===== src/rtl/ahb_apb_arbiter.sv =====
// Two-master arbiter in front of one shared AHB-to-APB bridge slave port.
// Each master has an IDLE/WAIT/ADDR/DATA machine; held transfers are issued one at a time.
module ahb_apb_arbiter #(
    parameter int TPD = 1
) (
    input  logic        HCLK,
    input  logic        HRESETN,
    input  logic [3:0]  MHTRANS,
    input  logic [63:0] MHADDR,
    input  logic [63:0] MHWDATA,
    input  logic [1:0]  MHWRITE,
    input  logic [1:0]  MHMASTLOCK,
    input  logic [5:0]  MHSIZE,
    input  logic [7:0]  MHPROT,
    output logic [1:0]  MHREADY,
    output logic [1:0]  MHRESP,
    output logic [31:0] MHRDATA,
    output logic        S_HSEL,
    output logic [31:0] S_HADDR,
    output logic        S_HWRITE,
    output logic [1:0]  S_HTRANS,
    output logic [2:0]  S_HSIZE,
    output logic [2:0]  S_HBURST,
    output logic        S_HMASTLOCK,
    output logic [3:0]  S_HPROT,
    output logic [31:0] S_HWDATA,
    output logic        S_HREADYIN,
    input  logic        S_HREADYOUT,
    input  logic        S_HRESP,
    input  logic [31:0] S_HRDATA
);

    typedef enum logic [1:0] {
        ST_IDLE = 2'b00,
        ST_WAIT = 2'b01,
        ST_ADDR = 2'b10,
        ST_DATA = 2'b11
    } state_e;

    logic [1:0]  is_idle_s;
    logic [1:0]  is_wait_s;
    logic [1:0]  is_addr_s;
    logic [1:0]  is_data_s;
    logic [1:0]  capture_s;
    logic [1:0]  to_idle_s;
    logic [1:0]  win_s;
    logic [1:0]  elig_s;
    logic [63:0] hold_addr_s;
    logic [1:0]  hold_write_s;
    logic [5:0]  hold_size_s;
    logic [7:0]  hold_prot_s;
    logic [1:0]  hold_lock_s;
    logic        grant_s;
    logic        winner_s;
    logic        addr_next_s;
    logic        ptr_q;
    logic        ptr_d;
    logic        lock_held_q;
    logic        lock_held_d;
    logic        lock_owner_q;
    logic        lock_owner_d;
    logic        unused_s;

    // TPD only matters to delay-annotated models; the synthesizable outputs carry no delay.
    assign unused_s = ^{MHTRANS[2], MHTRANS[0], (TPD != 0)};

    for (genvar n = 0; n < 2; n++) begin : g_master
        localparam logic ID = 1'(n);

        state_e      state_q;
        state_e      state_d;
        logic [31:0] addr_q;
        logic        write_q;
        logic        lock_q;
        logic [2:0]  size_q;
        logic [3:0]  prot_q;

        assign is_idle_s[n] = (state_q == ST_IDLE);
        assign is_wait_s[n] = (state_q == ST_WAIT);
        assign is_addr_s[n] = (state_q == ST_ADDR);
        assign is_data_s[n] = (state_q == ST_DATA);
        assign MHREADY[n]   = is_idle_s[n] | (is_data_s[n] & S_HREADYOUT);
        assign MHRESP[n]    = is_data_s[n] & S_HRESP;
        assign capture_s[n] = MHREADY[n] & MHTRANS[2*n+1];
        assign to_idle_s[n] = is_data_s[n] & S_HREADYOUT & ~MHTRANS[2*n+1];
        assign win_s[n]     = grant_s & (winner_s == ID);

        // Per-master state register
        always_ff @(posedge HCLK or negedge HRESETN) begin
            if (!HRESETN) begin
                state_q <= ST_IDLE;
            end else begin
                state_q <= state_d;
            end
        end

        // Per-master next state
        always_comb begin
            state_d = state_q;
            case (state_q)
                ST_IDLE: begin
                    if (capture_s[n]) state_d = ST_WAIT;
                    else              state_d = ST_IDLE;
                end
                ST_WAIT: begin
                    if (win_s[n]) state_d = ST_ADDR;
                    else          state_d = ST_WAIT;
                end
                ST_ADDR: begin
                    if (S_HREADYOUT) state_d = ST_DATA;
                    else             state_d = ST_ADDR;
                end
                ST_DATA: begin
                    if (!S_HREADYOUT)      state_d = ST_DATA;
                    else if (capture_s[n]) state_d = ST_WAIT;
                    else                   state_d = ST_IDLE;
                end
                default: state_d = ST_IDLE;
            endcase
        end

        // Address-phase holding register, loaded whenever the master's transfer is accepted
        always_ff @(posedge HCLK or negedge HRESETN) begin
            if (!HRESETN) begin
                addr_q  <= 32'h0;
                write_q <= 1'b0;
                lock_q  <= 1'b0;
                size_q  <= 3'b000;
                prot_q  <= 4'b0000;
            end else if (capture_s[n]) begin
                addr_q  <= MHADDR[32*n +: 32];
                write_q <= MHWRITE[n];
                lock_q  <= MHMASTLOCK[n];
                size_q  <= MHSIZE[3*n +: 3];
                prot_q  <= MHPROT[4*n +: 4];
            end
        end

        assign hold_addr_s[32*n +: 32] = addr_q;
        assign hold_write_s[n]         = write_q;
        assign hold_lock_s[n]          = lock_q;
        assign hold_size_s[3*n +: 3]   = size_q;
        assign hold_prot_s[4*n +: 4]   = prot_q;
    end

    // A held lock shuts the non-owner out of arbitration entirely.
    assign elig_s[0]   = is_wait_s[0] & ~(lock_held_q & lock_owner_q);
    assign elig_s[1]   = is_wait_s[1] & ~(lock_held_q & ~lock_owner_q);
    assign grant_s     = (|elig_s) & (~(|is_addr_s) | S_HREADYOUT);
    assign winner_s    = (elig_s == 2'b11) ? ptr_q : elig_s[1];
    assign addr_next_s = grant_s | ((|is_addr_s) & ~S_HREADYOUT);

    // Round-robin pointer and lock ownership next state
    always_comb begin
        ptr_d        = ptr_q;
        lock_held_d  = lock_held_q;
        lock_owner_d = lock_owner_q;
        if (grant_s && (elig_s == 2'b11)) begin
            ptr_d = ~winner_s;
        end else begin
            ptr_d = ptr_q;
        end
        if (grant_s && hold_lock_s[winner_s]) begin
            lock_held_d  = 1'b1;
            lock_owner_d = winner_s;
        end else if (grant_s && lock_held_q && (winner_s == lock_owner_q)) begin
            lock_held_d = 1'b0;
        end else if (lock_held_q && to_idle_s[lock_owner_q] && !MHMASTLOCK[lock_owner_q]) begin
            lock_held_d = 1'b0;
        end else begin
            lock_held_d = lock_held_q;
        end
    end

    // Arbitration state registers
    always_ff @(posedge HCLK or negedge HRESETN) begin
        if (!HRESETN) begin
            ptr_q        <= 1'b0;
            lock_held_q  <= 1'b0;
            lock_owner_q <= 1'b0;
        end else begin
            ptr_q        <= ptr_d;
            lock_held_q  <= lock_held_d;
            lock_owner_q <= lock_owner_d;
        end
    end

    // Slave address phase; loaded at issue so it holds its last value once the slot empties
    always_ff @(posedge HCLK or negedge HRESETN) begin
        if (!HRESETN) begin
            S_HSEL      <= 1'b0;
            S_HTRANS    <= 2'b00;
            S_HADDR     <= 32'h0;
            S_HWRITE    <= 1'b0;
            S_HSIZE     <= 3'b000;
            S_HPROT     <= 4'b0000;
            S_HMASTLOCK <= 1'b0;
        end else begin
            S_HSEL   <= addr_next_s;
            S_HTRANS <= addr_next_s ? 2'b10 : 2'b00;
            if (grant_s) begin
                S_HADDR     <= winner_s ? hold_addr_s[63:32] : hold_addr_s[31:0];
                S_HWRITE    <= hold_write_s[winner_s];
                S_HSIZE     <= winner_s ? hold_size_s[5:3] : hold_size_s[2:0];
                S_HPROT     <= winner_s ? hold_prot_s[7:4] : hold_prot_s[3:0];
                S_HMASTLOCK <= hold_lock_s[winner_s];
            end
        end
    end

    assign S_HBURST   = 3'b000;
    assign S_HWDATA   = is_data_s[1] ? MHWDATA[63:32] : MHWDATA[31:0];
    assign S_HREADYIN = S_HREADYOUT;
    assign MHRDATA    = S_HRDATA;

endmodule


===== config.mk =====
export PLATFORM = sky130hd
export DESIGN_NAME = ahb_apb_arbiter
export DESIGN_NICKNAME = d
export VERILOG_FILES = /design/src/rtl/ahb_apb_arbiter.sv
export SDC_FILE = /design/constraint.sdc
export NUM_CORES = 1
export LEC_CHECK = 0
export ABC_AREA = 1
export BUFFER_PORTS_ARGS = -buffer_cell sky130_fd_sc_hd__clkbuf_2
export CAP_MARGIN = 20
export CORE_UTILIZATION = 48
export CTS_BUF_LIST = sky130_fd_sc_hd__clkbuf_8
export DETAILED_ROUTE_END_ITERATION = 8
export PLACE_DENSITY = 0.82
export SLEW_MARGIN = 30
export SYNTH_ARGS = -nofsm -noshare
export SYNTH_HDL_FRONTEND = slang
export SYNTH_SLANG_ARGS = --single-unit

===== constraint.sdc =====
create_clock -name HCLK -period 2.12 [get_ports HCLK]
set_clock_uncertainty 0.2 [all_clocks]
set_input_delay 0.318 -clock HCLK [delete_from_list [all_inputs] [get_ports HCLK]]
set_output_delay 0.318 -clock HCLK [all_outputs]
set_load 0.03 [all_outputs]

## Word-level counts from Yosys, hierarchy flattened

Cells that the tools add are included.

- Latch bits: 0
- Output and inout bits: 116
- Input bits: 186
- Memory bits (writable): 0
- Memory bits (read-only): 0
- Register bits: 133
- Memories kept: 0

- Mux-type cells: 26
- Add/sub/neg operators: 0
- Bitwise gates (word level): 28
- Eq/ne operators: 8
- Order comparisons: 2
- Shift-type cells: 0
- Div/mod/pow operators: 0
- $mul: 0
- Reduce and logical (&&, ||, !) cells: 12

Operator list:

| cell | count |
|---|---|
| $mux W32 | 2 |
| $and A1 B1 Y1 | 16 |
| $pmux W2 S4 | 2 |
| $mux W1 | 15 |
| $eq A2 B2 Y1 const B | 5 |
| $mux W2 | 5 |
| $not A1 Y1 | 8 |
| $logic_and A1 B1 Y1 | 6 |
| $eq A2 B1 Y1 const B | 2 |
| $logic_not A2 Y1 | 2 |
| $lt A1 B2 Y1 const B | 2 |
| $mux W4 | 1 |
| $or A1 B1 Y1 | 4 |
| $reduce_or A2 Y1 | 2 |
| $mux W3 | 1 |
| $reduce_bool A3 Y1 | 1 |
| $eq A1 B1 Y1 | 1 |
| $logic_not A1 Y1 | 1 |

## Depth between registers and ports, before layout

- Depth in word-level cells: 10
- Mapped depth: 10

## Worst setup path after synthesis

No wires, ideal clock.

- Kind: reg2out
- Start: reg g_master[1].state_q[1]
- End: out S_HWDATA[10]
- Data arrival time: 1.226 ns
- Data required time: 1.602 ns
- Path slack: 0.376 ns
- Stages on the path, launching flop included: 6
- Cells stage by stage: dfrtp_1 -> nand2_2 -> inv_1 -> clkbuf_1 -> nand2_1 -> nand2_1

- Longest elaborated chain between the ends: 2

Ends and longest elaborated chain:

| element | line | source |
|---|---|---|
| start, declared | 70 | `state_e state_q;` |
| start signal, assigned | 93 | `state_q <= state_d;` |
| $eq A2 B2 Y1 | 81 | `assign is_data_s[n] = (state_q == ST_DATA);` |
| $mux W32 | 212 | `assign S_HWDATA = is_data_s[1] ? MHWDATA[63:32] : MHWDATA[31:0];` |
| end, declared | 26 | `output logic [31:0] S_HWDATA,` |

Every way passes these cells.

## Worst setup path after layout

- Start: reg g_master[1].state_q[0]
- End: out MHREADY[1]

- Longest elaborated chain between the ends: 3
- Elaborated cells on any way between the ends: 4
- Those cells by class: eq/ne: 1; bitwise: 2; reduce/logical: 1

Ends and longest elaborated chain:

| element | line | source |
|---|---|---|
| $eq A2 B2 Y1 | 81 |  |
| $and A1 B1 Y1 | 82 | `assign MHREADY[n] = is_idle_s[n] \| (is_data_s[n] & S_HREADYOUT);` |
| $or A1 B1 Y1 * | 82 |  |
| end, declared | 15 | `output logic [1:0] MHREADY,` |

Mark *: on every way between the ends. The rest lies on a longest branch, timed or not.

==> metrics.md <==
| Metric | Value |
|---|---|
| Core outline area | approximately 0.013 mm² |
| Setup TNS | 0 ps |
| Top routing layer in use | met4 |
| WP data required | roughly 1600 ps |
| Final HPWL DP | ~13 mm |
| CP endpoint kind | output port |
| First-pass GRT wire length | between 30 and 40 mm |
| Netlist cell types | 22 |
| Period utilisation layout | 0.9728 |
| DR WL met3 | 1.937 mm |
| Critical-path cell list | nand2_4, buf_4, o21ai_4, buf_8 |
| PortBufs | 231 |
| Die height | between 100 and 150 µm |
| Unrepaired setup endpoints after global routing | true |
| Register bit total from synthesis | about 130 |
| CTS Buffer Depth | 2 |
| Critical path's slowest cell | dfrtp_1 |
| Placement Cell Area | roughly 0.0075 mm² |
| Chip width | ~120 µm |
| Die Footprint | between 0.01 and 0.015 mm² |
| M1 WL | approximately 8 mm |
| Outcome | finished, final reports clean |
| Antenna-violating nets left | 0 |
| Fmax achieved | a little under 500 MHz |
| Clk_lat worst skew | 440 ps |
| Syn Inst Count | roughly 810 |
| Area delta synth->final | 40.67% |
| Min Tclk post-route | 2062 ps |
| Sink Count | about 130 |
| GPL Wtd Cong | a little over 0.8 |
| WL final | 21.89 mm |
| Vias in the first global route | ~6700 |
| Total power | between 10 and 15 mW |
| CTS Buf Count | 17 |
| Grt total ovfl | 0 |
| Worst Path Max Fanout | 6 |
| DRT iter0 DRCs | ~760 |
| Via count | 6931 |
| CTS clk-pin slew, worst paths | roughly 70 ps |
| Final Setup Violations | 0 |
| GR Util All Layers | 0.3220 |
| Largest net degree at the start of global routing | 50 |
| Buf+Inv Stages, Crit Path | 2 |
| Fin util | 0.7009 |
| P_leak | slightly below 5 nW |
| DRC | 0 |
| Starting Density | 0.4982 |
| Avg Synthesized Cell Area | slightly below 8 µm² |
| Hold WC Path Type | in -> async |
| Htree depth | 4 |
| CP Launch Type | flip-flop |
| Hold Violations, Final | 0 |
| Post-route cell area | around 0.009 mm² |
| Synth Warn # | 0 |
| CTS tree | done |
| Register area share after synthesis | 0.5130 |
| Ports | 302 |
| First-pass DRT Iterations | 6 |
| Commonest non-fill, non-tap cell in the layout | nand2_1 |
| Worst VDD drop | around 1.1 mV |
| Fillers | just under 1000 |
| Top Family by Delay on Critical Path | flip-flops |
| Slew Viols, Final | 0 |
| Site row count | about 40 |
| Mapped Area | 0.006390 mm² |
| Worst setup path class | reg -> out |
| Max cap viols | 0 |
| Root Driver | clkbuf_8 |
| CP peak stage delay | approximately 400 ps |
| Most frequent cells in the layout | 327 x nand2_1, 207 x clkbuf_2, 169 x nand3_1 |
| Initial antenna violation count | 3 |
| Nets | 1268 |
| Pwr dens | around 1500 mW/mm² |
| Met2 WL | 11.13 mm |
| Routed WL per cell | about 17 µm |
| Worst Path Arrival | around 1500 ps |
| Share of layout cells above drive strength 1 | 0.2840 |
| Vias per cell | between 5 and 6 |
| Fin Hold WS | between 150 and 200 ps |
## stage by stage
step                      cells  setup WS, ps
after floorplan             811         376.3
after global placement     1144         304.2
after detailed placement   1144         284.9
after CTS                  1264         12.52
after global routing       1270        -5.228
final                      1270         57.66
## state kept, by name (all words and copies together), names as in the netlist, 2 cells and up
name,count
g_master.size_q,6
g_master.addr_q,64
g_master.state_q,4
S_HSIZE,3
g_master.write_q,2
S_HADDR,32
S_HPROT,4
g_master.prot_q,8
g_master.lock_q,2
## worst paths after layout
kind,startpoint,end,slack (ps),cells past startpoint
worst max-delay path,g_master[1].state_q[0],MHREADY[1],60,4
worst min-delay path,HRESETN,S_HSIZE[2],180,2
worst max register to register,g_master[1].state_q[1],S_HADDR[0],100,8
worst min register to register,g_master[0].addr_q[6],g_master[0].addr_q[6],270,2
max in group asynchronous,HRESETN,g_master[0].addr_q[26],880,3
min in group HCLK,MHTRANS[3],g_master[1].state_q[0],180,5
## area by class of cell
| cell class | instances | area (µm²) | area share |
|---|---|---|---|
| clock inverters | 13 | 183.9 | 0.02046 |
| well taps | 172 | 215.2 | 0.02394 |
| multi-input cells | 571 | 2546 | 0.2833 |
| clock buffers | 19 | 261.5 | 0.02909 |
| flip-flops and latches | 131 | 3278 | 0.3647 |
| diodes | 3 | 7.507 | 0.0008352 |
| inverters | 14 | 60.06 | 0.006682 |
| repair buffers | 347 | 2436 | 0.2710 |
## synthesized netlist by cell type, drive strengths merged
library cell    n  area, µm²
a21oi           3      15.01
nand2         334       1269
xor2            1      8.760
nand3         170      855.8
nor2            9      41.29
inv            14      52.55
o22ai           2      12.51
nand4          43      269.0
conb            1      3.750
dfrtp         131       3278
o21ai           5      40.04
clkbuf         24      90.09
buf            71      454.2
## metal layers
metal | track usage | vias up
li1 | - | 3158
met1 | 0.3866 | 3226
met2 | 0.5477 | 455
met3 | 0.06518 | 92
met4 | 0.1623 | 0
met5 | 0 | -
## where the power goes
part / internal (mW) / switching, mW / total, mW
logic: 2.30 / 4.78 / 7.09
registers: 3.73 / 0.714 / 4.44
clock network: 1.34 / 1.00 / 2.34
total: 7.37 / 6.50 / 13.9
## repair_timing
item | 4_1_cts | 5_1_grt
pin swaps | 2 | 1
setup endpoints to repair | 34 | 33
gates cloned | 1 | 1
hold buffers | 83 | 0
buffers inserted | 4 | 2
resized for setup | 13 | 49
endpoints found under the hold margin | 134 | 0
## cell families (layout without fill, tap and decap cells)
family,after synthesis,in the layout,synth area share
buffers and inverters,109,393,0.09340
XOR/XNOR,1,1,0.001371
other,1,7,0.0005869
flip-flops,131,131,0.5130
AO/OA/AOI/OAI,10,10,0.01057
AND/OR/NAND/NOR,556,556,0.3810
(Power assumes the default switching activity.)
